`src/rtl/exc_commit_pkg.sv`:
```
// Shared exception codes, interface widths, FSM/select enums and the interrupt-pending helper
// for the MEM-stage exception committer.
package exc_commit_pkg;

    localparam int EXC_CODE_W  = 5;
    localparam int CP0_INT_W   = 6;
    localparam int INST_ADDR_W = 32;
    localparam int REG_W       = 32;

    localparam logic [EXC_CODE_W-1:0] EXC_INT  = 5'h00;
    localparam logic [EXC_CODE_W-1:0] EXC_ADEL = 5'h04;
    localparam logic [EXC_CODE_W-1:0] EXC_ADES = 5'h05;
    localparam logic [EXC_CODE_W-1:0] EXC_SYS  = 5'h08;
    localparam logic [EXC_CODE_W-1:0] EXC_BP   = 5'h09;
    localparam logic [EXC_CODE_W-1:0] EXC_RI   = 5'h0a;
    localparam logic [EXC_CODE_W-1:0] EXC_OV   = 5'h0c;
    localparam logic [EXC_CODE_W-1:0] EXC_NONE = 5'h10;
    localparam logic [EXC_CODE_W-1:0] EXC_ERET = 5'h11;

    typedef enum logic [1:0] {
        ST_IDLE   = 2'd0,
        ST_COMMIT = 2'd1,
        ST_SQUASH = 2'd2
    } exc_state_e;

    // Which address (if any) is latched as the faulting virtual address
    typedef enum logic [1:0] {
        BV_HOLD = 2'd0,
        BV_PC   = 2'd1,
        BV_ADDR = 2'd2
    } bv_sel_e;

    function automatic logic int_pending(input logic ie, input logic exl,
                                         input logic [7:0] ip, input logic [7:0] im);
        return ie & ~exl & (|(ip & im));
    endfunction

endpackage

```
`src/rtl/exc_commit_int_sync.sv`:
```
// Multi-flop synchroniser for the asynchronous hardware interrupt lines; all stages reset to 0.
module exc_commit_int_sync #(
    parameter int SYNC_STAGES = 2,
    parameter int WIDTH       = 6
) (
    input  logic             clk,
    input  logic             rst_n,
    input  logic [WIDTH-1:0] d,
    output logic [WIDTH-1:0] q
);

    logic [WIDTH-1:0] sync_r [SYNC_STAGES];

    // Shift each line through the flop chain
    always_ff @(posedge clk or negedge rst_n) begin
        if (!rst_n) begin
            for (int i = 0; i < SYNC_STAGES; i++) begin
                sync_r[i] <= '0;
            end
        end else begin
            sync_r[0] <= d;
            for (int i = 1; i < SYNC_STAGES; i++) begin
                sync_r[i] <= sync_r[i-1];
            end
        end
    end

    assign q = sync_r[SYNC_STAGES-1];

endmodule

```
`src/rtl/exc_commit.sv`:
```
// MEM-stage exception committer: prioritises exception/interrupt sources and hands a registered
// exccode/pc/in_delay to cp0, then squashes wrong-path work. Optional badvaddr_o via EXC_BADVADDR_EN.
module exc_commit
    import exc_commit_pkg::*;
#(
    parameter int SYNC_STAGES = 2,
    parameter int SQUASH_CYC  = 1
) (
    input  logic                   cpu_clk_50M,
    input  logic                   cpu_rst_n,
    input  logic [CP0_INT_W-1:0]   hw_int_i,
    input  logic                   mem_valid_i,
    input  logic [INST_ADDR_W-1:0] mem_pc_i,
    input  logic                   mem_in_delay_i,
    input  logic                   if_adel_i,
    input  logic                   id_ri_i,
    input  logic                   id_sys_i,
    input  logic                   id_bp_i,
    input  logic                   id_eret_i,
    input  logic                   exe_ov_i,
    input  logic                   mem_adel_i,
    input  logic                   mem_ades_i,
    input  logic [REG_W-1:0]       mem_addr_i,
    input  logic [REG_W-1:0]       status_i,
    input  logic [REG_W-1:0]       cause_i,
    output logic [CP0_INT_W-1:0]   int_o,
    output logic [EXC_CODE_W-1:0]  exccode_o,
    output logic [INST_ADDR_W-1:0] exc_pc_o,
    output logic                   in_delay_o,
`ifdef EXC_BADVADDR_EN
    output logic [REG_W-1:0]       badvaddr_o,
`endif
    output logic                   mem_kill_o
);

    localparam logic [2:0] SQUASH_INIT = 3'(SQUASH_CYC);

    exc_state_e             state_r;
    exc_state_e             state_nxt_s;
    logic [2:0]             cnt_r;
    logic [2:0]             cnt_nxt_s;
    logic                   int_pend_s;
    logic [EXC_CODE_W-1:0]  cand_s;
    bv_sel_e                bv_sel_s;
    logic [EXC_CODE_W-1:0]  exccode_r;
    logic [INST_ADDR_W-1:0] exc_pc_r;
    logic                   in_delay_r;

    exc_commit_int_sync #(
        .SYNC_STAGES (SYNC_STAGES),
        .WIDTH       (CP0_INT_W)
    ) u_int_sync (
        .clk   (cpu_clk_50M),
        .rst_n (cpu_rst_n),
        .d     (hw_int_i),
        .q     (int_o)
    );

    assign int_pend_s = int_pending(status_i[0], status_i[1],
                                    {cause_i[15:10], cause_i[9:8]}, status_i[15:8]);

    // Priority encoder: only an IDLE FSM with a real MEM instruction may raise a candidate
    always_comb begin
        cand_s   = EXC_NONE;
        bv_sel_s = BV_HOLD;
        if ((state_r == ST_IDLE) && mem_valid_i) begin
            if (int_pend_s) begin
                cand_s = EXC_INT;
            end else if (if_adel_i) begin
                cand_s   = EXC_ADEL;
                bv_sel_s = BV_PC;
            end else if (id_ri_i) begin
                cand_s = EXC_RI;
            end else if (exe_ov_i) begin
                cand_s = EXC_OV;
            end else if (id_sys_i) begin
                cand_s = EXC_SYS;
            end else if (id_bp_i) begin
                cand_s = EXC_BP;
            end else if (mem_adel_i) begin
                cand_s   = EXC_ADEL;
                bv_sel_s = BV_ADDR;
            end else if (mem_ades_i) begin
                cand_s   = EXC_ADES;
                bv_sel_s = BV_ADDR;
            end else if (id_eret_i) begin
                cand_s = EXC_ERET;
            end else begin
                cand_s = EXC_NONE;
            end
        end else begin
            cand_s = EXC_NONE;
        end
    end

    // Next-state logic: COMMIT lasts one cycle while cp0 flushes, SQUASH counts down
    always_comb begin
        state_nxt_s = state_r;
        cnt_nxt_s   = cnt_r;
        case (state_r)
            ST_IDLE: begin
                if (cand_s != EXC_NONE) begin
                    state_nxt_s = ST_COMMIT;
                end else begin
                    state_nxt_s = ST_IDLE;
                end
            end
            ST_COMMIT: begin
                state_nxt_s = ST_SQUASH;
                cnt_nxt_s   = SQUASH_INIT;
            end
            ST_SQUASH: begin
                if (cnt_r <= 3'd1) begin
                    state_nxt_s = ST_IDLE;
                    cnt_nxt_s   = 3'd0;
                end else begin
                    state_nxt_s = ST_SQUASH;
                    cnt_nxt_s   = cnt_r - 3'd1;
                end
            end
            default: begin
                state_nxt_s = ST_IDLE;
                cnt_nxt_s   = 3'd0;
            end
        endcase
    end

    // State and squash counter registers
    always_ff @(posedge cpu_clk_50M or negedge cpu_rst_n) begin
        if (!cpu_rst_n) begin
            state_r <= ST_IDLE;
            cnt_r   <= 3'd0;
        end else begin
            state_r <= state_nxt_s;
            cnt_r   <= cnt_nxt_s;
        end
    end

    // Registered cp0 handoff: exccode is a one-cycle pulse, pc/in_delay hold the last commit
    always_ff @(posedge cpu_clk_50M or negedge cpu_rst_n) begin
        if (!cpu_rst_n) begin
            exccode_r  <= EXC_NONE;
            exc_pc_r   <= 32'h0000_0000;
            in_delay_r <= 1'b0;
        end else begin
            exccode_r <= cand_s;
            if (cand_s != EXC_NONE) begin
                exc_pc_r   <= mem_pc_i;
                in_delay_r <= mem_in_delay_i;
            end
        end
    end

    assign exccode_o  = exccode_r;
    assign exc_pc_o   = exc_pc_r;
    assign in_delay_o = in_delay_r;
    assign mem_kill_o = (cand_s != EXC_NONE) || (state_r == ST_COMMIT) || (state_r == ST_SQUASH);

`ifdef EXC_BADVADDR_EN
    logic [REG_W-1:0] badvaddr_r;

    // Faulting address captured alongside the exception code
    always_ff @(posedge cpu_clk_50M or negedge cpu_rst_n) begin
        if (!cpu_rst_n) begin
            badvaddr_r <= 32'h0000_0000;
        end else begin
            case (bv_sel_s)
                BV_PC:   badvaddr_r <= mem_pc_i;
                BV_ADDR: badvaddr_r <= mem_addr_i;
                default: badvaddr_r <= badvaddr_r;
            endcase
        end
    end

    assign badvaddr_o = badvaddr_r;

    logic unused_s;
    assign unused_s = ^{status_i[31:16], status_i[7:2], cause_i[31:16], cause_i[7:0]};
`else
    logic unused_s;
    assign unused_s = ^{status_i[31:16], status_i[7:2], cause_i[31:16], cause_i[7:0],
                        mem_addr_i, bv_sel_s};
`endif

endmodule

```
`config.mk`:
```
export PLATFORM = sky130hd
export DESIGN_NAME = exc_commit
export DESIGN_NICKNAME = d
export VERILOG_FILES = /design/src/rtl/exc_commit_pkg.sv /design/src/rtl/exc_commit_int_sync.sv /design/src/rtl/exc_commit.sv
export SDC_FILE = /design/constraint.sdc
export NUM_CORES = 1
export LEC_CHECK = 0
export BUFFER_PORTS_ARGS = -buffer_cell sky130_fd_sc_hd__buf_2
export CELL_PAD_IN_SITES_DETAIL_PLACEMENT = 1
export CELL_PAD_IN_SITES_GLOBAL_PLACEMENT = 2
export CORE_AREA = 2 2 106 108
export DETAILED_ROUTE_END_ITERATION = 12
export DIE_AREA = 0 0 108 110
export GPL_TIMING_DRIVEN = 0
export PLACE_DENSITY_LB_ADDON = 0.1
export SYNTH_ARGS = -nofsm -noshare
export SYNTH_HDL_FRONTEND = slang
export SYNTH_SLANG_ARGS = --single-unit
```
`constraint.sdc`:
```
create_clock -name cpu_clk_50M -period 2.37 [get_ports cpu_clk_50M]
set_input_delay 0.3555 -clock cpu_clk_50M [delete_from_list [all_inputs] [get_ports cpu_clk_50M]]
set_output_delay 0.3555 -clock cpu_clk_50M [all_outputs]
set_load 0.02 [all_outputs]
```
==> results of run 1 <==
==> sequential cells by signal (all words and copies together) (netlist names) <==
| register | cells |
|---|---|
| u_int_sync.sync_r | 6 |
| exc_pc_o | 32 |
| in_delay_o | 1 |
| state_r | 2 |
| cnt_r | 3 |
| exccode_o | 5 |
| u_int_sync.q | 6 |
==> what timing repair did <==
| item | in CTS | in global routing |
|---|---|---|
| setup endpoints to repair | 1 | 1 |
| pin swaps | 0 | 0 |
| gates resized for setup | 2 | 3 |
| setup buffers | 1 | 8 |
==> per-stage QoR <==
stage               total power, W  util (%)  hold slack, ns  instances
floorplan                  0.00246         -          0.0599        154
global placement           0.00301      27.6           0.332        406
detailed placement         0.00301      27.6           0.337        406
CTS                        0.00373      28.9           0.129        415
global route               0.00402      29.5           0.127        423
finish                     0.00371      29.5           0.105        423
==> cells by family (layout without fill, tap and decap cells) <==
kind of cell               Yosys count  count (layout)
adders and majority gates            6               6
muxes                               34              34
and+or+nand+nor                     28              28
DFF                                 55              55
buffers and inverters               14             143
AOI/OAI and AO/OA                   17              17
==> power by group <==
part | total [W] | switching (W) | leakage, nW | internal (W)
Clock | 0.000638 | 0.000296 | 0.0612 | 0.000342
Combinational | 0.00165 | 0.000886 | 0.823 | 0.000761
Sequential | 0.00143 | 0.000151 | 0.657 | 0.00128
==> cell type report <==
cell class                      instances  area (um2)
Tap cell                              140         175
Sequential cell                        55        1380
Timing Repair Buffer                  121         631
Inverter                                5        18.8
Fill cell                            1232        7540
Clock inverter                          2        35.0
Buffer                                  9        82.6
Clock buffer                            6        82.6
Multi-Input combinational cell         85         756
==> cell usage in the layout, fill, tap and decap left out, types with 2 or more instances in the layout <==
cell      count
o21ai_0       5
buf_2       111
buf_6         2
inv_1         4
dfrtp_1      54
mux2_2       31
nor3_1        2
buf_4        16
o31ai_1       2
a22oi_1       4
ha_1          5
nor2_1       12
mux2_1        2
clkbuf_8      6
nand2b_1      2
nand2_1       5
==> path summary, 6_finish.rpt <==
kind	start	endpoint	slack [ns]	depth (start not counted)
worst max-delay path	state_r[1]	mem_kill_o	0.17	8
worst min-delay path	cpu_rst_n	exccode_o[3]	0.11	1
worst max register to register	state_r[1]	exc_pc_o[22]	0.37	8
worst min register to register	u_int_sync.sync_r[10]	u_int_sync.q[4]	0.36	0
max in group asynchronous	cpu_rst_n	exc_pc_o[23]	1.80	1
min in group cpu_clk_50M	hw_int_i[2]	u_int_sync.sync_r[8]	0.16	1
==> routing by layer <==
layer	global-route usage, %	vias up
met5	0	-
met4	3.30	0
met3	1.53	2
met2	16.1	66
met1	11.0	787
li1	-	779
==> metrics.yaml, run 1 <==
cpMaxStageDelayCell: "dfrtp_1"
layout-drive-gt1-share_pct: 62.2
core-area_um2: 10700
initialDrtViolationCount: 26
synthAdderAreaFrac_pct: 3.39
clock_sinks: 55
async_flop_share_pct: 100
fin_nets: 434
worst_setup_path_start_kind: "register"
synthToLayoutAreaGrowth_pct: 42.4
synth_top_family_by_area: "multiplexers"
endpoint_kind: "output pin"
final_cell_area_um2: 3160
first_pass_iters: 4
synth_top_area_cell: "dfrtp_1"
finalHoldViolations: 0
synth_area_leaders: "dfrtp_1, mux2_2, ha_1"
ys_ff_latch: 55
grt_max_degree: 56
fin_setup_tns_ns: 0
routedWlPerCell_um: 12.2
met3_wirelength_um: 348
powerDensity_nw_per_um2: 1180
drv_slew: 0
worstPathMaxFanout: 10
routabilityCongestion: 0.668
max_cap_viol_count: 0
insertion_delay_ns: 0.30
die_h_um: 110
grt_pass1_wl_um: 8420
fin_ws_ns: 0.168
p_leak_nw: 1.54
synth_seq_area_share_pct: 62.1
initial_core_util_pct: 20.7
synth_most_common_cell: "dfrtp_1"
synth_area_um2: 2220
first_global_vias: 1785
route.antenna.remaining_nets: 0
clock.fmax_mhz: 454
skew_ns: 0.00462
clk_pin_slew_ns: 0.10
syn_inst: 154
vdd_ir_drop_max_mv: 0.332
synth_compound_area_share_pct: 6.09
syn_nets: 306
cts_tree: "done"
worstPathCellList: "inv_1, ha_4, and2_4, nand3b_1, a2bb2oi_4, buf_8, nand2_1, buf_2"
track_usage_pct: 9.02
dr_total_vias: 1634
highest_layer: "met4"
synth-xor-area-share_pct: 0
avgSynthCellArea_um2: 14.4
dieWidth_um: 108
portBuffers: 112
synthMuxAreaShare_pct: 17.2
cp.required_ns: 2.01
setup-violations-final: 0
rsz0062_at_grt: "false"
antenna_found_initial: 0
place_ws_ns: 0.0283
slew_headroom_pct: 52.5
drt-vias-per-instance: 3.86
synthDistinctLibCells: 29
cp_slowest_stage_delay_ns: 0.41
root_buffer: "clkbuf_8"
synth_top_area_share_pct: 60.9
yosysWarnings: 0
status: "finished clean"
period_needed_ns: 2.20
dominantRegCellSynth: "dfrtp_1"
tightest_slew_ns: 0.712
synthSimpleGateAreaFrac_pct: 6.77
rows: 38
crit_arrival_ns: 1.85
place_hpwl_um: 3870
critical_path_buf_inv_count: 3
diodes: 0
clk_path_buf_depth: 2
path_class: "reg -> out"
synth-edff-count: 0
dieArea_um2: 11900
route.met2.wl_um: 2570
placed_area_um2: 2960
overflow: 0
wl_met1_um: 2210
min_path_type: "in -> async"
numCtsBuffers: 5
synthTopCellsByCount: "dfrtp_1, mux2_2, nor2_1"
path_delay_family: "buffers and inverters"
remaining_drc_errors: 0
htreeDepth: 2
wirelength_um: 5170
cts_hold_buf: 0
fin_crit_sh_pct: 92.9
io_pins: 191
(Power assumes the default switching activity.)
==> run 2: changes to the inputs <==
--- a/config.mk
+++ b/config.mk
@@ -12,7 +12,7 @@
 export DETAILED_ROUTE_END_ITERATION = 12
 export DIE_AREA = 0 0 108 110
 export GPL_TIMING_DRIVEN = 0
-export PLACE_DENSITY_LB_ADDON = 0.1
+export PLACE_DENSITY_LB_ADDON = 0.15
 export SYNTH_ARGS = -nofsm -noshare
 export SYNTH_HDL_FRONTEND = slang
 export SYNTH_SLANG_ARGS = --single-unit
==> run 2 against run 1 <==
Effect of this change:
- clock-buffer cell count unchanged
- worst hold slack lost 0.0019 ns
- clock power is 13% lower
- largest cell class unchanged
- worst setup slack got worse by 0.021 ns
- sequential power barely moved
==> metrics.yaml, run 2 (synthesized netlist as in run 1, its figures left out) <==
status: "finished clean"
rrSetupSlack_ns: 0.38
min_path_type: "in -> async"
grt_max_degree: 56
root_buffer: "clkbuf_8"
clk_path_buf_depth: 2
fin_crit_sh_pct: 93.8
cts_tree: "done"
core-area_um2: 10700
track_usage_pct: 9.08
reg2reg_from: "state_r[1]"
insertion_delay_ns: 0.31
r2r_cells: 8
grt_pass1_wl_um: 8350
rsz0062_at_grt: "false"
initialDrtViolationCount: 39
io_pins: 191
placed_area_um2: 2950
slew_headroom_pct: 51.5
wirelength_um: 5230
met2_usage_pct: 15.1
finalHoldViolations: 0
fin_cells: 418
dr_total_vias: 1647
p_leak_nw: 1.50
clk_pin_slew_ns: 0.10
drv_slew: 0
fin_setup_tns_ns: 0
crit_arrival_ns: 1.87
fin_nets: 429
routedWlPerCell_um: 12.5
first_global_vias: 1716
rows: 38
grtUsageMet1_pct: 11.1
most-common-layout-cells: "buf_2, dfrtp_1, mux2_2"
htreeDepth: 2
drt-vias-per-instance: 3.94
worstPathCellList: "inv_1, ha_4, and2_2, nand3b_1, a2bb2oi_4, buf_6, nand2_1, buf_2"
overflow: 0
grt_use_met3_pct: 2.53
dp.cells: 406
cp_slowest_stage_delay_ns: 0.37
final_common_cell: "buf_2"
tightest_slew_ns: 0.728
endpoint_kind: "output pin"
cpMaxStageDelayCell: "dfrtp_1"
first_pass_iters: 4
clock_sinks: 55
dieWidth_um: 108
r2r-end: "exc_pc_o[27]"
place_hpwl_um: 4010
cp.required_ns: 2.01
numCtsBuffers: 5
diodes: 0
timing.critical_path.from: "state_r[1]"
path_class: "reg -> out"
vdd_ir_drop_max_mv: 0.321
remaining_drc_errors: 0
route.antenna.remaining_nets: 0
powerDensity_nw_per_um2: 1160
antenna_found_initial: 0
die_h_um: 110
worstPathMaxFanout: 10
layout-drive-gt1-share_pct: 61.5
setup-violations-final: 0
holdWs_ns: 0.103
top_usage_layer: "met2"
dieArea_um2: 11900
routabilityCongestion: 0.650
portBuffers: 112
synthToLayoutAreaGrowth_pct: 39.7
path_delay_family: "buffers and inverters"
worst_setup_path_start_kind: "register"
skew_ns: 0.00803
max_cap_viol_count: 0
final_cell_area_um2: 3100
critical_path_buf_inv_count: 3
largest_reg_flops: 32
clock.fmax_mhz: 450
period_needed_ns: 2.22
initial_core_util_pct: 20.7
-- run 2: changes by cell type in the layout (fill, tap and decap cells not counted), sizes merged --
cell      previous run  this run
clkinvlp             0         1
buf                130       125
bufinv               1         0
-- run 2: per-stage QoR --
step	total power [W]	worst slack (ns)	util, %
after floorplan	0.00246	0.406	-
after global placement	0.00301	0.0830	27.6
after detailed placement	0.00302	0.0766	27.6
after CTS	0.00364	0.0208	28.7
after global routing	0.00386	0.0113	28.9
final	0.00358	0.146	28.9
-- run 2: layout make-up --
class / count / area, um2
well taps: 140 / 175
inverters: 5 / 18.8
repair buffers: 116 / 593
flip-flops and latches: 55 / 1380
clock inverters: 2 / 16.3
multi-input cells: 85 / 754
fillers: 1225 / 7600
clock buffers: 6 / 82.6
plain buffers: 9 / 78.8
-- run 2: per-layer routing --
metal | wire length (um) | vias up
met5 | 0 | -
met4 | 86 | 0
met3 | 480 | 5
met2 | 2320 | 82
met1 | 2340 | 789
li1 | - | 771
-- run 2: power by group --
part           leakage [nW]  switching (W)  internal, W  total, W
clock                0.0474       0.000313     0.000239  0.000552
combinational         0.798       0.000889     0.000719   0.00161
sequential            0.657       0.000146      0.00128   0.00142
total                  1.50        0.00135      0.00223   0.00358
-- run 2: timing repair --
item	4_1_cts	5_1_grt
hold buffers	0	0
endpoints found under the setup margin	1	1
gates resized for setup	2	1
pin swaps	0	0
setup buffers	1	3
-- run 2: how the worst max path moves through the flow --
stage / to / slack [ns] / cells after the start
after floorplan: mem_kill_o / 0.41 / 7
after global placement: mem_kill_o / 0.08 / 8
after detailed placement: mem_kill_o / 0.08 / 8
after CTS: mem_kill_o / 0.02 / 8
after global routing: mem_kill_o / 0.01 / 8
final: mem_kill_o / 0.15 / 8
-- run 2: worst register-to-register path, cell delays in order, from the launching register on --
cell and delay (ns):
dfrtp_1 0.37, inv_1 0.09, ha_4 0.19, and2_2 0.21, nand3b_1 0.14, a2bb2oi_4 0.19, buf_4 0.20, buf_6 0.17
mux2_2 0.35
==> run 3: changes to the inputs <==
--- a/config.mk
+++ b/config.mk
@@ -7,10 +7,10 @@
 export LEC_CHECK = 0
 export BUFFER_PORTS_ARGS = -buffer_cell sky130_fd_sc_hd__buf_2
 export CELL_PAD_IN_SITES_DETAIL_PLACEMENT = 1
-export CELL_PAD_IN_SITES_GLOBAL_PLACEMENT = 2
-export CORE_AREA = 2 2 106 108
+export CELL_PAD_IN_SITES_GLOBAL_PLACEMENT = 1
+export CORE_AREA = 2 2 94 96
 export DETAILED_ROUTE_END_ITERATION = 12
-export DIE_AREA = 0 0 108 110
+export DIE_AREA = 0 0 96 98
 export GPL_TIMING_DRIVEN = 0
 export PLACE_DENSITY_LB_ADDON = 0.15
 export SYNTH_ARGS = -nofsm -noshare
==> run 3 against run 2 <==
Effect of this change:
- via count is 1.1% lower
- non-clock buffer count is 2 lower
- sequential power hardly changed
- worst hold slack worse by 0.0011 ns
==> metrics.yaml, run 3 (synthesized netlist as in run 1, its figures left out) <==
layout-drive-gt1-share_pct: 60.5
multi_input_area_um2: 754
cp_slowest_stage_delay_ns: 0.40
clk_path_buf_depth: 2
diodes: 0
most-common-layout-cells: "buf_2, dfrtp_1, mux2_2"
synthToLayoutAreaGrowth_pct: 37.5
first_pass_iters: 3
cp.required_ns: 2.01
fillCellCount: 983
fin_setup_tns_ns: 0
fin_crit_sh_pct: 92.9
max_cap_viol_count: 0
path_class: "reg -> out"
htreeDepth: 2
worstPathMaxFanout: 10
track_usage_pct: 10.6
skew_ns: 0.00271
io_pins: 191
root_buffer: "clkbuf_8"
route.antenna.remaining_nets: 0
slew_headroom_pct: 53.6
holdWs_ns: 0.102
endpoint_kind: "output pin"
placed_area_um2: 2910
first_global_vias: 1696
drt-vias-per-instance: 4.24
portBuffers: 112
rows: 34
worstPathCellList: "inv_2, ha_4, and2_2, nand3b_1, a2bb2oi_4, buf_6, nand2_1, buf_2"
clock.fmax_mhz: 454
clock_sinks: 55
drv_slew: 0
crit_arrival_ns: 1.85
fin_ws_ns: 0.168
die_h_um: 98
path_delay_family: "flip-flops"
remaining_drc_errors: 0
powerDensity_nw_per_um2: 1180
initialDrtViolationCount: 26
dr_total_vias: 1629
vdd_ir_drop_max_mv: 0.319
antenna_found_initial: 0
routedWlPerCell_um: 12.7
p_leak_nw: 1.50
cts_tree: "done"
clk_pin_slew_ns: 0.09
seq_area_um2: 1380
numCtsBuffers: 5
routabilityCongestion: 0.702
cts_hold_buf: 0
tightest_slew_ns: 0.696
rrSetupSlack_ns: 0.37
setup-violations-final: 0
finalHoldViolations: 0
fin_nets: 427
rsz0062_at_grt: "false"
grt_pass1_wl_um: 7930
worst_setup_path_start_kind: "register"
place_hpwl_um: 3740
grt_max_degree: 56
p_total_w: 0.00360
overflow: 0
largest_reg_flops: 32
initial_core_util_pct: 26.2
wirelength_um: 4880
cpMaxStageDelayCell: "dfrtp_1"
critical_path_buf_inv_count: 3
period_needed_ns: 2.20
final_common_cell: "buf_2"
dieArea_um2: 9410
final_cell_area_um2: 3050
status: "finished clean"
insertion_delay_ns: 0.29
core-area_um2: 8470
dieWidth_um: 96
place_ws_ns: 0.0741
min_path_type: "in -> async"
-- run 3: changes by cell type in the layout (fill, tap and decap cells not counted) --
cell / delta
clkbuf_8: -1
clkbuf_1: +2
clkinv_4: -1
clkinvlp_4: -1
buf_4: -2
bufinv_16: +1
-- run 3: per-stage QoR --
stage	instances	util, %
after floorplan	154	-
after detailed placement	374	34.4
after global placement	374	34.4
after CTS	383	35.8
final	384	36.0
after global routing	384	36.0
-- run 3: power by group --
part	switching (W)	leakage (nW)	internal (W)	total [W]
clock	0.000288	0.0524	0.000317	0.000605
combinational	0.000867	0.788	0.000704	0.00157
sequential	0.000147	0.657	0.00128	0.00142
-- run 3: area by class of cell --
| type | count | share of cell area [%] |
|---|---|---|
| Buffer | 9 | 2.59 |
| Clock buffer | 7 | 2.50 |
| Clock inverter | 1 | 0.985 |
| Inverter | 5 | 0.616 |
| Multi-Input combinational cell | 85 | 24.7 |
| Sequential cell | 55 | 45.2 |
| Tap cell | 108 | 4.43 |
| Timing Repair Buffer | 114 | 19.0 |
-- run 3: layer usage --
metal | GRT usage [%] | share of wire, % | vias to the layer above
met5 | 0 | 0 | -
met4 | 2.64 | 0.82 | 0
met3 | 3.47 | 9.1 | 5
met2 | 17.6 | 48 | 71
met1 | 13.2 | 42 | 787
li1 | - | - | 766
-- run 3: path summary, 6_finish.rpt --
path / from / end / cells after the start
max in group asynchronous: cpu_rst_n / exc_pc_o[7] / 1
setup reg to reg: state_r[0] / exc_pc_o[19] / 8
min in group cpu_clk_50M: hw_int_i[4] / u_int_sync.sync_r[10] / 1
hold reg to reg: u_int_sync.sync_r[6] / u_int_sync.q[0] / 0
setup / recovery: state_r[0] / mem_kill_o / 8
hold / removal: cpu_rst_n / exc_pc_o[24] / 1
-- run 3: timing repair --
action	4_1_cts	5_1_grt
endpoints found under the setup margin	1	1
gates cloned	0	0
gates resized for setup	1	2
setup buffers	1	1
